--- config.mk ---
export PLATFORM = sky130hd
export DESIGN_NAME = noc_switch_rr
export DESIGN_NICKNAME = d
export VERILOG_FILES = /design/src/rtl/noc_switch_rr.sv
export SDC_FILE = /design/constraint.sdc
export NUM_CORES = 1
export LEC_CHECK = 0
export BUFFER_PORTS_ARGS = -buffer_cell sky130_fd_sc_hd__buf_2
export CAP_MARGIN = 5
export CORE_ASPECT_RATIO = 0.6
export CORE_UTILIZATION = 40
export DETAILED_ROUTE_END_ITERATION = 10
export PLACE_DENSITY = 0.6
export SETUP_SLACK_MARGIN = 0.4
export SLEW_MARGIN = 30
export SYNTH_ARGS = -nofsm -noshare
export SYNTH_HDL_FRONTEND = slang
export SYNTH_SLANG_ARGS = --single-unit
--- constraint.sdc ---
create_clock -name clk -period 7.15 [get_ports clk]
set_input_delay 1.0725 -clock clk [delete_from_list [all_inputs] [get_ports clk]]
set_output_delay 1.0725 -clock clk [all_outputs]
set_load 0.01 [all_outputs]
--- src/rtl/noc_switch_rr.sv ---
// ---------------------------------------------------------------------------
// noc_switch_rr
//
// Five-port network-on-chip switch with one FIFO per input and one registered
// output per port.  Each output runs its own round-robin arbiter over the
// FIFO heads that target it.  Port index and priority order is L=0, N=1, E=2,
// S=3, W=4.
//
// Parameters
//   DATA_W   flit data width in bits
//   DEPTH    per-input FIFO depth in flits (power of two, >= 2)
//
// Ports
//   clk                 single clock, rising edge
//   rst                 synchronous active-low reset
//   In_X                inbound flit data for input X
//   request_X           destination of inbound flit (0..4 = L..W, 7 = idle,
//                       5/6 illegal)
//   grant_X             combinational: the flit on input X is taken this edge
//   Out_X               registered outbound flit data for output X
//   out_valid_X         Out_X holds a valid flit
//   out_ready_X         downstream accepts Out_X at this edge
//   err_X               sticky flag: an illegal request code was seen on X
// ---------------------------------------------------------------------------
module noc_switch_rr #(
    parameter int DATA_W = 8,
    parameter int DEPTH  = 4
) (
    input  logic              clk,
    input  logic              rst,
    input  logic [DATA_W-1:0] In_L,
    input  logic [DATA_W-1:0] In_N,
    input  logic [DATA_W-1:0] In_E,
    input  logic [DATA_W-1:0] In_S,
    input  logic [DATA_W-1:0] In_W,
    input  logic [2:0]        request_L,
    input  logic [2:0]        request_N,
    input  logic [2:0]        request_E,
    input  logic [2:0]        request_S,
    input  logic [2:0]        request_W,
    output logic              grant_L,
    output logic              grant_N,
    output logic              grant_E,
    output logic              grant_S,
    output logic              grant_W,
    output logic [DATA_W-1:0] Out_L,
    output logic [DATA_W-1:0] Out_N,
    output logic [DATA_W-1:0] Out_E,
    output logic [DATA_W-1:0] Out_S,
    output logic [DATA_W-1:0] Out_W,
    output logic              out_valid_L,
    output logic              out_valid_N,
    output logic              out_valid_E,
    output logic              out_valid_S,
    output logic              out_valid_W,
    input  logic              out_ready_L,
    input  logic              out_ready_N,
    input  logic              out_ready_E,
    input  logic              out_ready_S,
    input  logic              out_ready_W,
    output logic              err_L,
    output logic              err_N,
    output logic              err_E,
    output logic              err_S,
    output logic              err_W
);

    localparam int PTR_W   = $clog2(DEPTH);
    localparam int CNT_W   = PTR_W + 1;
    localparam int ENTRY_W = DATA_W + 3;
    localparam int NPORTS  = 5;

    // Port-indexed views of the flat port list
    logic [DATA_W-1:0] in_data   [NPORTS];
    logic [2:0]        req       [NPORTS];
    logic [NPORTS-1:0] out_ready;

    assign in_data[0] = In_L;
    assign in_data[1] = In_N;
    assign in_data[2] = In_E;
    assign in_data[3] = In_S;
    assign in_data[4] = In_W;

    assign req[0] = request_L;
    assign req[1] = request_N;
    assign req[2] = request_E;
    assign req[3] = request_S;
    assign req[4] = request_W;

    assign out_ready = {out_ready_W, out_ready_S, out_ready_E, out_ready_N, out_ready_L};

    // State
    logic [ENTRY_W-1:0] mem_q      [NPORTS][DEPTH];
    logic [ENTRY_W-1:0] mem_d      [NPORTS][DEPTH];
    logic [PTR_W-1:0]   wr_ptr_q   [NPORTS];
    logic [PTR_W-1:0]   wr_ptr_d   [NPORTS];
    logic [PTR_W-1:0]   rd_ptr_q   [NPORTS];
    logic [PTR_W-1:0]   rd_ptr_d   [NPORTS];
    logic [CNT_W-1:0]   count_q    [NPORTS];
    logic [CNT_W-1:0]   count_d    [NPORTS];
    logic [DATA_W-1:0]  out_data_q [NPORTS];
    logic [DATA_W-1:0]  out_data_d [NPORTS];
    logic [2:0]         rr_ptr_q   [NPORTS];
    logic [2:0]         rr_ptr_d   [NPORTS];
    logic [NPORTS-1:0]  out_valid_q;
    logic [NPORTS-1:0]  out_valid_d;
    logic [NPORTS-1:0]  err_q;
    logic [NPORTS-1:0]  err_d;

    // FIFO status, head decode and input acceptance
    logic [NPORTS-1:0]  fifo_full;
    logic [NPORTS-1:0]  fifo_empty;
    logic [NPORTS-1:0]  grant;
    logic [NPORTS-1:0]  illegal;
    logic [2:0]         head_dest  [NPORTS];
    logic [DATA_W-1:0]  head_data  [NPORTS];

    // Fullness is judged on the registered count only, so a full FIFO refuses
    // a write even when its head is being popped in the same cycle.
    always_comb begin
        fifo_full  = '0;
        fifo_empty = '0;
        grant      = '0;
        illegal    = '0;
        for (int i = 0; i < NPORTS; i++) begin
            head_dest[i]  = mem_q[i][rd_ptr_q[i]][ENTRY_W-1:DATA_W];
            head_data[i]  = mem_q[i][rd_ptr_q[i]][DATA_W-1:0];
            fifo_full[i]  = (count_q[i] == CNT_W'(DEPTH));
            fifo_empty[i] = (count_q[i] == '0);
            grant[i]      = rst && (req[i] <= 3'd4) && !fifo_full[i];
            illegal[i]    = rst && ((req[i] == 3'd5) || (req[i] == 3'd6));
        end
    end

    // Per-output round-robin search.  The scan starts at rr_ptr and wraps
    // modulo 5; the first non-empty head whose destination matches wins.
    // Each head has exactly one destination, so at most one output pops it.
    logic [NPORTS-1:0]  cand       [NPORTS];
    logic [NPORTS-1:0]  load_en;
    logic [NPORTS-1:0]  win_found;
    logic [2:0]         win_idx    [NPORTS];
    logic [NPORTS-1:0]  pop;
    logic [3:0]         scan;

    always_comb begin
        load_en   = '0;
        win_found = '0;
        pop       = '0;
        scan      = '0;
        for (int o = 0; o < NPORTS; o++) begin
            cand[o]    = '0;
            win_idx[o] = '0;
            load_en[o] = !out_valid_q[o] || out_ready[o];
            for (int i = 0; i < NPORTS; i++) begin
                cand[o][i] = !fifo_empty[i] && (head_dest[i] == 3'(o));
            end
            for (int k = 0; k < NPORTS; k++) begin
                scan = {1'b0, rr_ptr_q[o]} + 4'(k);
                if (scan >= 4'd5) begin
                    scan = scan - 4'd5;
                end
                if (!win_found[o] && cand[o][scan[2:0]]) begin
                    win_found[o] = 1'b1;
                    win_idx[o]   = scan[2:0];
                end
            end
            if (load_en[o] && win_found[o]) begin
                pop[win_idx[o]] = 1'b1;
            end
        end
    end

    // Next-state: FIFO writes/pops, output registers, arbiter pointers and
    // sticky error flags.  An output with room but no candidate drops valid
    // and keeps its last data.
    always_comb begin
        mem_d       = mem_q;
        out_valid_d = out_valid_q;
        err_d       = err_q | illegal;
        for (int i = 0; i < NPORTS; i++) begin
            wr_ptr_d[i]   = wr_ptr_q[i];
            rd_ptr_d[i]   = rd_ptr_q[i];
            count_d[i]    = count_q[i] + CNT_W'(grant[i]) - CNT_W'(pop[i]);
            out_data_d[i] = out_data_q[i];
            rr_ptr_d[i]   = rr_ptr_q[i];
            if (grant[i]) begin
                mem_d[i][wr_ptr_q[i]] = {req[i], in_data[i]};
                wr_ptr_d[i]           = wr_ptr_q[i] + 1'b1;
            end
            if (pop[i]) begin
                rd_ptr_d[i] = rd_ptr_q[i] + 1'b1;
            end
        end
        for (int o = 0; o < NPORTS; o++) begin
            if (load_en[o]) begin
                if (win_found[o]) begin
                    out_data_d[o]  = head_data[win_idx[o]];
                    out_valid_d[o] = 1'b1;
                    rr_ptr_d[o]    = (win_idx[o] == 3'd4) ? 3'd0 : win_idx[o] + 3'd1;
                end else begin
                    out_valid_d[o] = 1'b0;
                end
            end
        end
    end

    // Control and output state with synchronous active-low reset
    always_ff @(posedge clk) begin
        if (!rst) begin
            out_valid_q <= '0;
            err_q       <= '0;
            for (int i = 0; i < NPORTS; i++) begin
                wr_ptr_q[i]   <= '0;
                rd_ptr_q[i]   <= '0;
                count_q[i]    <= '0;
                out_data_q[i] <= '0;
                rr_ptr_q[i]   <= '0;
            end
        end else begin
            out_valid_q <= out_valid_d;
            err_q       <= err_d;
            for (int i = 0; i < NPORTS; i++) begin
                wr_ptr_q[i]   <= wr_ptr_d[i];
                rd_ptr_q[i]   <= rd_ptr_d[i];
                count_q[i]    <= count_d[i];
                out_data_q[i] <= out_data_d[i];
                rr_ptr_q[i]   <= rr_ptr_d[i];
            end
        end
    end

    // FIFO storage needs no reset: occupancy is governed by the counters,
    // and no write can happen while rst is low because grant is gated.
    always_ff @(posedge clk) begin
        mem_q <= mem_d;
    end

    assign grant_L = grant[0];
    assign grant_N = grant[1];
    assign grant_E = grant[2];
    assign grant_S = grant[3];
    assign grant_W = grant[4];

    assign Out_L = out_data_q[0];
    assign Out_N = out_data_q[1];
    assign Out_E = out_data_q[2];
    assign Out_S = out_data_q[3];
    assign Out_W = out_data_q[4];

    assign out_valid_L = out_valid_q[0];
    assign out_valid_N = out_valid_q[1];
    assign out_valid_E = out_valid_q[2];
    assign out_valid_S = out_valid_q[3];
    assign out_valid_W = out_valid_q[4];

    assign err_L = err_q[0];
    assign err_N = err_q[1];
    assign err_E = err_q[2];
    assign err_S = err_q[3];
    assign err_W = err_q[4];

endmodule

==> results.ini <==
[outcome]
status = finished, final reports clean

[synthesis]
muxShareOfSynthArea_pct = 12.1
syn_nets = 1961
syn_inst = 1809
async_reset_ff_share_pct = 0
synth_warnings = 0
syn-cell-area_um2 = 19500
synth_compound_area_share_pct = 16.6
synth_cell_types = 103
synth_top_family_by_area = compound AO/OA/AOI/OAI gates
dominantRegCellSynth = edfxtp_1
synth_enable_flop_cells = 220
yosys.area_share.adder_pct = 6.15
synth-simple-area-share_pct = 15.8
synthXorXnorAreaFrac_pct = 1.61
synth_seq_cells = 320
syn_avg_cell_area_um2 = 10.8
seq_area_frac_synth_pct = 44.1

[timing]
worstMarginPinSlew_ns = 0.932
rsz0062_at_grt = no
fmax_mhz = 160
clock_skew_ns = 0.0122
fin_setup_tns_ns = 0
slew_headroom_pct = 37.7
slew_violations = 0
hold_viol_final = 0
timing.final.ws_setup_ns = 0.905
fin_crit_ns = 6.24
setup_viol = 0
period_share_pct = 87.3

[floorplanning]
die_y_um = 173
core_area_um2 = 48000
die_w_um = 287
dieArea_um2 = 49700
ios = 117
start_util_pct = 40.7
num_rows = 62

[worst_setup_path]
crit_type = flop to flop
endpoint_kind = flop
crit_fanout = 12
crit_start = rr_ptr_q[0][13]$_SDFFE_PN0P_
arrival_ns = 6.68
worst_setup_path_start_kind = flop
r2r_start = rr_ptr_q[0][13]$_SDFFE_PN0P_
required_ns = 7.59

[clocking]
cts_hold_buf = 0
clk_latency_ns = 0.58
post-cts-setup-buffer-count = 0
path_clk_slew_ns = 0.06
clock_path_buffers = 3
cts_buffers = 31
cts_tree = done
clock_tree.root_cell = clkbuf_16
cts-htree-levels = 1
cts_num_sinks = 320
cts-resized-gates = 0

[power]
power_frac_seq_pct = 22.2
power_mw = 11.4
ir_worst_vdd_v = 0.000300
p_per_area_nw_per_um2 = 518
clockPowerShare_pct = 15.0
combPwrFrac_pct = 62.8
leakage_nw = 8.26
swShare_pct = 47.2
p_int_mw = 6.00
switching_power_mw = 5.37

[layout]
n_fill_cell = 4390
nets = 2061
n_antenna_cell = 0
drive_above_1_share_pct = 17.2
stdcell_area_um2 = 21900
area_growth_pct = 12.3

[routing]
drtPass1Iterations = 8
first_iter_violations = 1688
drc = 0
wl_per_cell_um = 23.1
num_vias = 15600
wirelength_um = 59300
routed_via_density = 6.06
drtAntennaViolNets = 0

[placement]
dpl-instance-area_um2 = 20900
hpwl_um = 45300
io_buffers = 116
gp_congestion = 0.951
dp_slack_ns = 0.853

[hold_path]
min_from = err_q[1]$_SDFF_PN0_
hold_path_class = flop to flop

[global_routing]
grt_max_degree = 43
grt_pass1_wl_um = 89600
grt.total_usage_pct = 23.3
grt-ovfl-total = 0
antenna_found_initial = 1
grt_pass1_vias = 14300

[flow_run]
maxCapViolations = 0

[synth_stat cells (9+ instances only)]
| library cell | n | area share, % |
|---|---|---|
| xor2_1 | 10 | 0.45 |
| a221oi_1 | 13 | 0.58 |
| dfxtp_1 | 100 | 10 |
| o21ai_0 | 57 | 1.5 |
| a21oi_1 | 114 | 2.9 |
| and2_1 | 38 | 1.2 |
| ha_1 | 80 | 5.1 |
| nand4_1 | 9 | 0.29 |
| a22oi_1 | 37 | 1.4 |
| clkbuf_1 | 69 | 1.3 |
| fa_1 | 10 | 1.0 |
| mux2_2 | 21 | 1.2 |
| o211ai_1 | 10 | 0.38 |
| o21ai_1 | 13 | 0.33 |
| a21o_1 | 19 | 0.73 |
| o21a_1 | 25 | 0.96 |
| o22a_1 | 9 | 0.40 |
| nor2_1 | 106 | 2.0 |
| o22ai_1 | 11 | 0.35 |
| nor4b_1 | 11 | 0.49 |
| o31ai_1 | 17 | 0.65 |
| xnor2_1 | 26 | 1.2 |
| nand2b_1 | 30 | 0.96 |
| buf_2 | 10 | 0.26 |
| or3_1 | 17 | 0.54 |
| edfxtp_1 | 220 | 34 |
| nand3_1 | 36 | 0.92 |
| mux2i_1 | 81 | 4.2 |
| nand2_1 | 123 | 2.4 |
| a31oi_1 | 20 | 0.64 |
| nor3b_1 | 11 | 0.42 |
| nor4_1 | 10 | 0.32 |
| inv_1 | 80 | 1.5 |
| o211a_1 | 10 | 0.51 |
| and3_1 | 25 | 0.80 |
| a211oi_1 | 25 | 0.96 |
| nor2b_1 | 28 | 0.90 |
| mux4_2 | 58 | 6.7 |
| nor3_1 | 38 | 0.97 |
| o221ai_1 | 12 | 0.54 |
[per-layer routing]
metal	share of wire, %	vias to the layer above	wire length, um	track usage, %
li1	-	7138	-	-
met1	49	7713	29000	37.3
met2	42	670	24700	33.0
met3	7.9	67	4690	3.83
met4	1.6	2	926	3.99
met5	0.029	-	17	0
[critical path, cell delays in order (launching register included)]
cell,delay (ns)
dfxtp_1,0.53
inv_1,0.26
ha_1,0.29
ha_1,0.44
a31oi_1,0.26
xor2_1,0.35
mux2i_1,0.27
o21ai_0,0.20
nor3b_1,0.82
a21o_1,0.49
a21o_2,0.27
o32ai_1,0.14
a211o_1,0.34
or2_2,0.31
ha_1,0.27
inv_1,0.06
ha_1,0.13
inv_1,0.05
fa_1,0.38
xnor2_1,0.18
nor2_1,0.06
[cell type report]
class	instances	area [um2]	area share, %
Multi-Input combinational cell	1313	10300	46.9
Sequential cell	320	8610	39.3
Timing Repair Buffer	157	888	4.05
Clock buffer	48	871	3.97
Tap cell	640	801	3.65
Inverter	86	323	1.47
Clock inverter	9	164	0.747
[per-stage QoR]
stage / hold slack [ns] / cells / util, %
6_report: 0.460 / 2573 / 45.7
4_1_cts: 0.466 / 2573 / 45.6
3_3_place_gp: 0.443 / 2516 / 43.5
5_1_grt: 0.507 / 2573 / 45.7
3_5_place_dp: 0.450 / 2516 / 43.5
2_1_floorplan: 0.475 / 1809 / -
[kinds of logic after synthesis]
group                      Yosys count
and+or+nand+nor                    557
AOI/OAI and AO/OA                  469
DFF                                320
buffers and inverters              176
muxes                              161
adders and majority gates           90
xor gates and xnor gates            36
[power by group through the flow]
stage | registers, mW | clock network (mW) | logic [mW]
after CTS | 2.52 | 1.72 | 6.98
after global placement | 2.55 | 0 | 6.83
final | 2.52 | 1.70 | 7.14
after floorplan | 2.48 | 0 | 5.03
after detailed placement | 2.56 | 0 | 6.94
after global routing | 2.55 | 1.79 | 7.73
[sequential cells by signal, indices dropped and copies added, names as in the netlist]
register / cells
wr_ptr_q: 10
rr_ptr_q: 15
out_data_q: 40
mem_q: 220
count_q: 15
err_q: 5
out_valid_q: 5
rd_ptr_q: 10
[final timing paths]
check / to / slack (ns) / depth (start not counted)
worst min-delay path: err_q[1]$_SDFF_PN0_ / 0.46 / 2
worst min register to register: err_q[1]$_SDFF_PN0_ / 0.46 / 2
worst max-delay path: count_q[0][11]$_SDFF_PN0_ / 0.91 / 20
worst max register to register: count_q[0][11]$_SDFF_PN0_ / 0.91 / 20
[cells in the final DEF (no fill, tap or decap), drive strengths merged, types with 14 or more instances in the layout]
cell / n
edfxtp: 220
buf: 157
nand2: 123
a21oi: 114
nor2: 107
dfxtp: 100
inv: 85
mux2i: 81
ha: 80
o21ai: 71
mux4: 58
clkbuf: 48
and2: 39
nor3: 39
a22oi: 37
nand3: 37
nand2b: 30
nor2b: 28
xnor2: 26
a211oi: 26
o21a: 25
and3: 25
mux2: 22
a31oi: 20
a21o: 20
o31ai: 17
or3: 17
nor4b: 16
a221oi: 14
or2: 14
Note: power is estimated with default switching activity, not from simulation.
